<file path="src/rtl/rotor_stepper.sv">
// Enigma rotor position/stepping stage: advances the three rotors per key and emits
// (key + right position) mod 26 through a one-entry valid/ready buffer. Optional: ENIGMA_DOUBLE_STEP_EN.
module rotor_stepper (
    input  logic       clk,
    input  logic       rst_n,
    input  logic       load,
    input  logic [4:0] init_l,
    input  logic [4:0] init_m,
    input  logic [4:0] init_r,
    input  logic [2:0] type_l,
    input  logic [2:0] type_m,
    input  logic [2:0] type_r,
    input  logic       key_valid,
    output logic       key_ready,
    input  logic [4:0] key_code,
    output logic       out_valid,
    input  logic       out_ready,
    output logic [4:0] out_code,
    output logic [4:0] pos_l,
    output logic [4:0] pos_m,
    output logic [4:0] pos_r
);

    // Types VI..VIII carry two notches (Z and M); the rest have one.
    function automatic logic at_notch(input logic [2:0] rtype, input logic [4:0] pos);
        case (rtype)
            3'd0:    at_notch = (pos == 5'd16);
            3'd1:    at_notch = (pos == 5'd4);
            3'd2:    at_notch = (pos == 5'd21);
            3'd3:    at_notch = (pos == 5'd9);
            3'd4:    at_notch = (pos == 5'd25);
            default: at_notch = (pos == 5'd25) || (pos == 5'd12);
        endcase
    endfunction

    function automatic logic [4:0] inc26(input logic [4:0] p);
        return (p == 5'd25) ? 5'd0 : p + 5'd1;
    endfunction

    logic       r_notch, m_notch;
    logic       step_m, step_l;
    logic [4:0] next_l, next_m, next_r;
    logic [5:0] sum, wrapped;
    logic [4:0] code_next;
    logic       accept, key_ok;

    assign key_ready = !load && (!out_valid || out_ready);
    assign accept    = key_valid && key_ready;
    assign key_ok    = (key_code < 5'd26);

    // NOTE: every signal written here gets a value on every path, so no latch is inferred.
    always_comb begin
        r_notch = at_notch(type_r, pos_r);
        m_notch = at_notch(type_m, pos_m);
`ifdef ENIGMA_DOUBLE_STEP_EN
        step_m  = r_notch || m_notch;
        step_l  = m_notch;
`else
        step_m  = r_notch;
        step_l  = r_notch && m_notch;
`endif
        next_r    = inc26(pos_r);
        next_m    = step_m ? inc26(pos_m) : pos_m;
        next_l    = step_l ? inc26(pos_l) : pos_l;
        sum       = {1'b0, key_code} + {1'b0, next_r};
        wrapped   = (sum >= 6'd26) ? (sum - 6'd26) : sum;
        code_next = wrapped[4:0];
    end

    // NOTE: sequential state uses non-blocking assignments so all registers update together.
    always_ff @(posedge clk or negedge rst_n) begin
        if (!rst_n) begin
            pos_l     <= 5'd0;
            pos_m     <= 5'd0;
            pos_r     <= 5'd0;
            out_valid <= 1'b0;
            out_code  <= 5'd0;
        end else if (load) begin
            pos_l     <= init_l;
            pos_m     <= init_m;
            pos_r     <= init_r;
            out_valid <= 1'b0;
        end else if (accept && key_ok) begin
            pos_l     <= next_l;
            pos_m     <= next_m;
            pos_r     <= next_r;
            out_valid <= 1'b1;
            out_code  <= code_next;
        end else if (out_ready) begin
            // An out-of-range key is consumed here too: it only ever drains the buffer.
            out_valid <= 1'b0;
        end
    end

endmodule

</file>
<file path="config.mk">
export PLATFORM = sky130hd
export DESIGN_NAME = rotor_stepper
export DESIGN_NICKNAME = d
export VERILOG_FILES = /design/src/rtl/rotor_stepper.sv
export SDC_FILE = /design/constraint.sdc
export NUM_CORES = 1
export LEC_CHECK = 0
export CORE_ASPECT_RATIO = 0.6
export CORE_UTILIZATION = 47
export DETAILED_ROUTE_END_ITERATION = 6
export GPL_TIMING_DRIVEN = 0
export PLACE_DENSITY_LB_ADDON = 0.08
export SETUP_SLACK_MARGIN = 0.05
export SKIP_LAST_GASP = 1
export SYNTH_ARGS = -nofsm -noshare
export SYNTH_HDL_FRONTEND = slang
export SYNTH_SLANG_ARGS = --single-unit
</file>
<file path="constraint.sdc">
create_clock -name clk -period 3.4 [get_ports clk]
set_input_delay 0.51 -clock clk [delete_from_list [all_inputs] [get_ports clk]]
set_output_delay 0.51 -clock clk [all_outputs]
set_load 0.01 [all_outputs]
</file>
Word level (Yosys, flattened, before mapping)
Cells that the tools add are included.

Register bits: 21. Input port bits: 34. Output and inout port bits: 22. Logic and storage cells: 69.

Add/subtract/negate cells: 5. Magnitude comparators: 2. Equality and inequality tests: 21. Multiplexer cells: 17. Bitwise gates (word level): 1. Reduce and logical (&&, ||, !) cells: 18.

Operators with widths (count): 2-to-1 mux 5 bit (12); == test 5 bit, second input constant (7); == test 5 x 4 -> 1 bit, second input constant (4); adder 5 x 1 -> 5 bit, second input constant (3); == test 3 x 2 -> 1 bit, second input constant (4); == test 5 x 3 -> 1 bit, second input constant (2); one-hot mux 1 bit (5 select lines) (2); adder 5 x 5 -> 6 bit (1); == test 3 x 1 -> 1 bit, second input constant (2); == test 3 bit, second input constant (2); >= comparator 6 x 5 -> 1 bit, second input constant (1); zero test 3 bit (2); AND reduction 2 bit (3); nonzero test 2 bit (3); less-than comparator 5 bit, second input constant (1); subtractor 5 bit, second input constant (1); logical AND 1 bit (4); logical OR 1 bit (3); 2-to-1 mux 1 bit (3); nonzero test 3 bit (1); zero test 1 bit (2); NOT 1 bit (1).

Longest topological paths before layout
Depth after elaboration: 7. Mapped depth: 14. Gate-level depth less buffers: 13.

Worst setup path after synthesis
Ideal clock, no wire load.

Kind: flip-flop to flip-flop. Start: register pos_r[1]. End: register out_code[2]. Library setup time: 0.082 ns. Data arrival time: 2.984 ns. Required time: 3.318 ns. Setup slack: 0.334 ns. Cell stages (with the launch flop): 14. Path buffers: 1. Period minus slack after synthesis: 3.066 ns. Cell sequence: dfrtp_1 -> inv_1 -> ha_1 -> and4b_1 -> clkdlybuf4s18_2 -> nor2_1 -> ha_1 -> inv_1 -> fa_1 -> a22o_1 -> a221o_1 -> nand3b_1 -> a21o_1 -> a31oi_1.

Word-level cells in the longest chain between the ends: 5. Elaborated cells on any way between the ends: 7. Classes of those cells: 3 x add/sub; 1 x order compare; 1 x eq/ne; 2 x mux.

Ends and longest elaborated chain: start: declaration (line 21) `output logic [4:0] pos_r`; start signal: assignment (line 81) `pos_r <= init_r;`; start signal: assignment (line 86) `pos_r <= next_r;`; adder 5 x 1 -> 5 bit or == test 5 bit (tied branches) (line 37) `return (p == 5'd25) ? 5'd0 : p + 5'd1;`; 2-to-1 mux 5 bit * (line 37); adder 5 x 5 -> 6 bit * (line 65) `sum = {1'b0, key_code} + {1'b0, next_r};`; subtractor 5 bit or >= comparator 6 x 5 -> 1 bit (tied branches) (line 66) `wrapped = (sum >= 6'd26) ? (sum - 6'd26) : sum;`; 2-to-1 mux 5 bit * (line 66); end signal: assignment (line 88) `out_code <= code_next;`; end: declaration (line 18) `output logic [4:0] out_code,`.

Mark *: on every way between the ends. The rest lies on a longest branch, timed or not. A chain may end at the register's enable or synchronous reset.

Worst setup path after layout
Ends and elaborated chain as after synthesis.

==> impl_metrics.env <==
export IMPL_cp_slowest_cell="sky130_fd_sc_hd__fa_1"
export IMPL_finalCritPeriodShare=0.931
export IMPL_power_frac_seq=0.329
export IMPL_synth_area_leaders="sky130_fd_sc_hd__dfrtp_1 29%, sky130_fd_sc_hd__ha_1 9.5%, sky130_fd_sc_hd__a221o_1 3.8%"
export IMPL_pwr_share_comb=0.507
export IMPL_timing_critical_path_to_type="flop"
export IMPL_route_detailed_drc=0
export IMPL_vias_in_the_first_global_route=1556
export IMPL_clockBufferDepth=2
export IMPL_cts_hold_fix_buffers=0
export IMPL_postLayoutCoreUtil=0.661
export IMPL_power_per_unit_of_standard_cell_area_nw_per_um2=426
export IMPL_dp_slack_ps=91.8
export IMPL_place_detailed_hpwl_um=3530
export IMPL_cp_cell_sequence="inv_1 > ha_1 > and4b_1 > nor2_1 > ha_1 > inv_1 > fa_1 > a22o_1 > a221o_1 > nand3b_1 > a21o_1 > a31oi_1"
export IMPL_number_of_antenna_violations_at_the_first_check_in_global_routing=0
export IMPL_post_drt_via_cell_ratio=5.73
export IMPL_internal_power_uw=656
export IMPL_vdd_drop_max_mv=0.347
export IMPL_num_fill_cells=337
export IMPL_die_h_um=50.4
export IMPL_timing_final_max_slew_violations=0
export IMPL_htreeDepth=1
export IMPL_status="finished clean"
export IMPL_cts_sinks=21
export IMPL_grt_max_degree=22
export IMPL_synth_yosys_warnings=0
export IMPL_worstPathRequired_ps=3590
export IMPL_antenna_diode_count=0
export IMPL_cell_taking_the_most_area_after_synthesis="sky130_fd_sc_hd__dfrtp_1"
export IMPL_dieWidth_um=82.7
export IMPL_totalNegativeSetupSlack_ps=0
export IMPL_arrival_ps=3360
export IMPL_criticalPathCategory="reg -> reg"
export IMPL_worst_slew_margin_rel=0.353
export IMPL_drtIter0Drc=89
export IMPL_timing_fmax_ghz=0.316
export IMPL_synthArstFlopShare=1.00
export IMPL_ys_top_cells_by_count="21 x sky130_fd_sc_hd__dfrtp_1, 16 x sky130_fd_sc_hd__inv_1, 15 x sky130_fd_sc_hd__nand2_1, 15 x sky130_fd_sc_hd__nor2_1, 14 x sky130_fd_sc_hd__ha_1"
export IMPL_io_buffer_count=51
export IMPL_total_leakage_power_nw=1.04
export IMPL_setup_violations_final=0
export IMPL_net_switching_power_figure_uw=387
export IMPL_drive_above_1_share=0.109
export IMPL_via_count=1749
export IMPL_multi_input_gate_area_um2=1150
export IMPL_post_synth_top_area_fraction=0.286
export IMPL_cts_tree="built"
export IMPL_timing_critical_path_slowest_cell_delay_ps=460
export IMPL_synth_seq_cells=21
export IMPL_grt_first_pass_wirelength_um=7360
export IMPL_floorplan_initialDensity=0.496
export IMPL_fin_skew_ps=1.61
export IMPL_cts_clk_slew_worst_paths_ps=80
export IMPL_final_antenna_net_count=0
export IMPL_largest_fanout_on_the_critical_path=8
export IMPL_syn_area_um2=1830
export IMPL_cap_viol_max_count=0
export IMPL_worst_min_delay_path_class="reg -> reg"
export IMPL_synth_sequential_area_ratio=0.286
export IMPL_cts_buffers_inserted=3
export IMPL_synthesized_nets=252
export IMPL_syn_area_per_cell_um2=9.04
export IMPL_grt_setup_unrepaired="false"
export IMPL_clock_insertion_delay_worst_skew_ps=260
export IMPL_synth_flop_cell="sky130_fd_sc_hd__dfrtp_1"
export IMPL_synth_most_common_cell="sky130_fd_sc_hd__dfrtp_1"
export IMPL_fin_nets=308
export IMPL_setup_worst_path_start_class="flop"
export IMPL_clock_share_of_power=0.164
export IMPL_design_die_area_um2=4160
export IMPL_totalWireLength_um=4570
export IMPL_timing_hold_violations_final=0
export IMPL_final_weighted_congestion_of_routability_driven_global_placement=0.834
export IMPL_std_cell_rows=17
export IMPL_instances_no_fill=305
export IMPL_grt_overflow=0
export IMPL_post_synth_inst_count=203
export IMPL_core_area_um2=3700
export IMPL_route_detailed_wl_per_inst_um=15.0
export IMPL_ios=56
export IMPL_firstDrtPassIters=4
export IMPL_track_usage=0.234
export IMPL_swShare=0.371
export IMPL_yosys_cell_types_count=55
export IMPL_cts_root_buffer="sky130_fd_sc_hd__clkbuf_8"
export IMPL_totalPowerFinal_mw=1.04
export IMPL_synthToLayoutAreaGrowth_pct=33.4
export IMPL_timing_worst_slew_pin_value_ps=967
export IMPL_numPlacedInstances=301
export IMPL_final_critical_path_setup_slack_ps=234
export IMPL_layout_area_seq_um2=527
export IMPL_post_synth_edffs=0
export IMPL_finalCriticalPeriod_ps=3170
-- placed cells by master (no fill, tap or decap), types with 6 or more instances in the layout --
cell type,count
sky130_fd_sc_hd__nand3_1,6
sky130_fd_sc_hd__a221o_1,7
sky130_fd_sc_hd__ha_1,14
sky130_fd_sc_hd__clkdlybuf4s50_1,51
sky130_fd_sc_hd__dfrtp_1,20
sky130_fd_sc_hd__o21ai_0,7
sky130_fd_sc_hd__inv_1,16
sky130_fd_sc_hd__nor3_1,8
sky130_fd_sc_hd__nand2_1,15
sky130_fd_sc_hd__nor2_1,15
sky130_fd_sc_hd__a21oi_1,9
-- per-stage QoR --
stage | hold slack [ps] | area [um2]
6_report | 506 | 2450
5_1_grt | 533 | 2450
4_1_cts | 510 | 2450
3_5_place_dp | 486 | 2400
3_3_place_gp | 479 | 2400
2_1_floorplan | 214 | 1830
-- critical path, delay by kind of cell (launching register included) --
kind	cells	cell delay, ps
buffers and inverters	2	170
AO/OA/AOI/OAI	4	930
AND/OR/NAND/NOR	3	720
adder cells (fa/ha/maj)	3	820
flip-flops	1	440
-- cell type report --
class                      count  share of cell area
tap                           47              0.0240
clock buffer                   4              0.0184
sequential                    21               0.215
inverter                      16              0.0245
buffer                         9              0.0343
timing repair buffer          52               0.212
multi-input combinational    156               0.472
-- repair_timing --
item | in CTS | in global routing
hold endpoints to repair | 0 | 0
endpoints found under the setup margin | 0 | 3
gates resized for setup | 0 | 1
buffers inserted | 0 | 1
-- kinds of logic after synthesis --
family,after synthesis,synth area share
and+or+nand+nor,72,0.218
AOI/OAI and AO/OA,58,0.248
buffers and inverters,26,0.0839
DFF,21,0.286
adders and majority gates,15,0.106
muxes,6,0.0334
xor gates and xnor gates,5,0.0239
-- power by group through the flow --
stage / combinational, mW / clock [mW] / sequential, mW
3_5_place_dp: 0.525 / 0 / 0.345
2_1_floorplan: 0.299 / 0 / 0.360
5_1_grt: 0.585 / 0.184 / 0.349
6_report: 0.529 / 0.171 / 0.343
3_3_place_gp: 0.516 / 0 / 0.348
4_1_cts: 0.527 / 0.175 / 0.342
-- sequential cells by signal, indices dropped and copies added, names as in the netlist --
name / cells
pos_r: 5
out_code: 5
pos_l: 5
pos_m: 5
out_valid: 1
-- worst paths after layout --
check	startpoint	endpoint	slack, ps	cells after the start
worst max-delay path	pos_r[1]	out_code[2]	230	12
worst min-delay path	out_code[0]	out_code[0]	510	2
min in group asynchronous	rst_n	pos_m[2]	780	1
worst min register to register	out_code[0]	out_code[0]	510	2
max in group asynchronous	rst_n	pos_r[1]	1970	1
worst max register to register	pos_r[1]	out_code[2]	230	12
-- layer usage --
metal | wire length [um] | vias up | GRT usage
met1 | 2340 | 828 | 0.362
met2 | 1910 | 51 | 0.337
li1 | - | 868 | -
met5 | 0 | - | 0
met3 | 304 | 2 | 0.0473
met4 | 23 | 0 | 0.0345
Note: power is estimated with default switching activity, not from simulation.
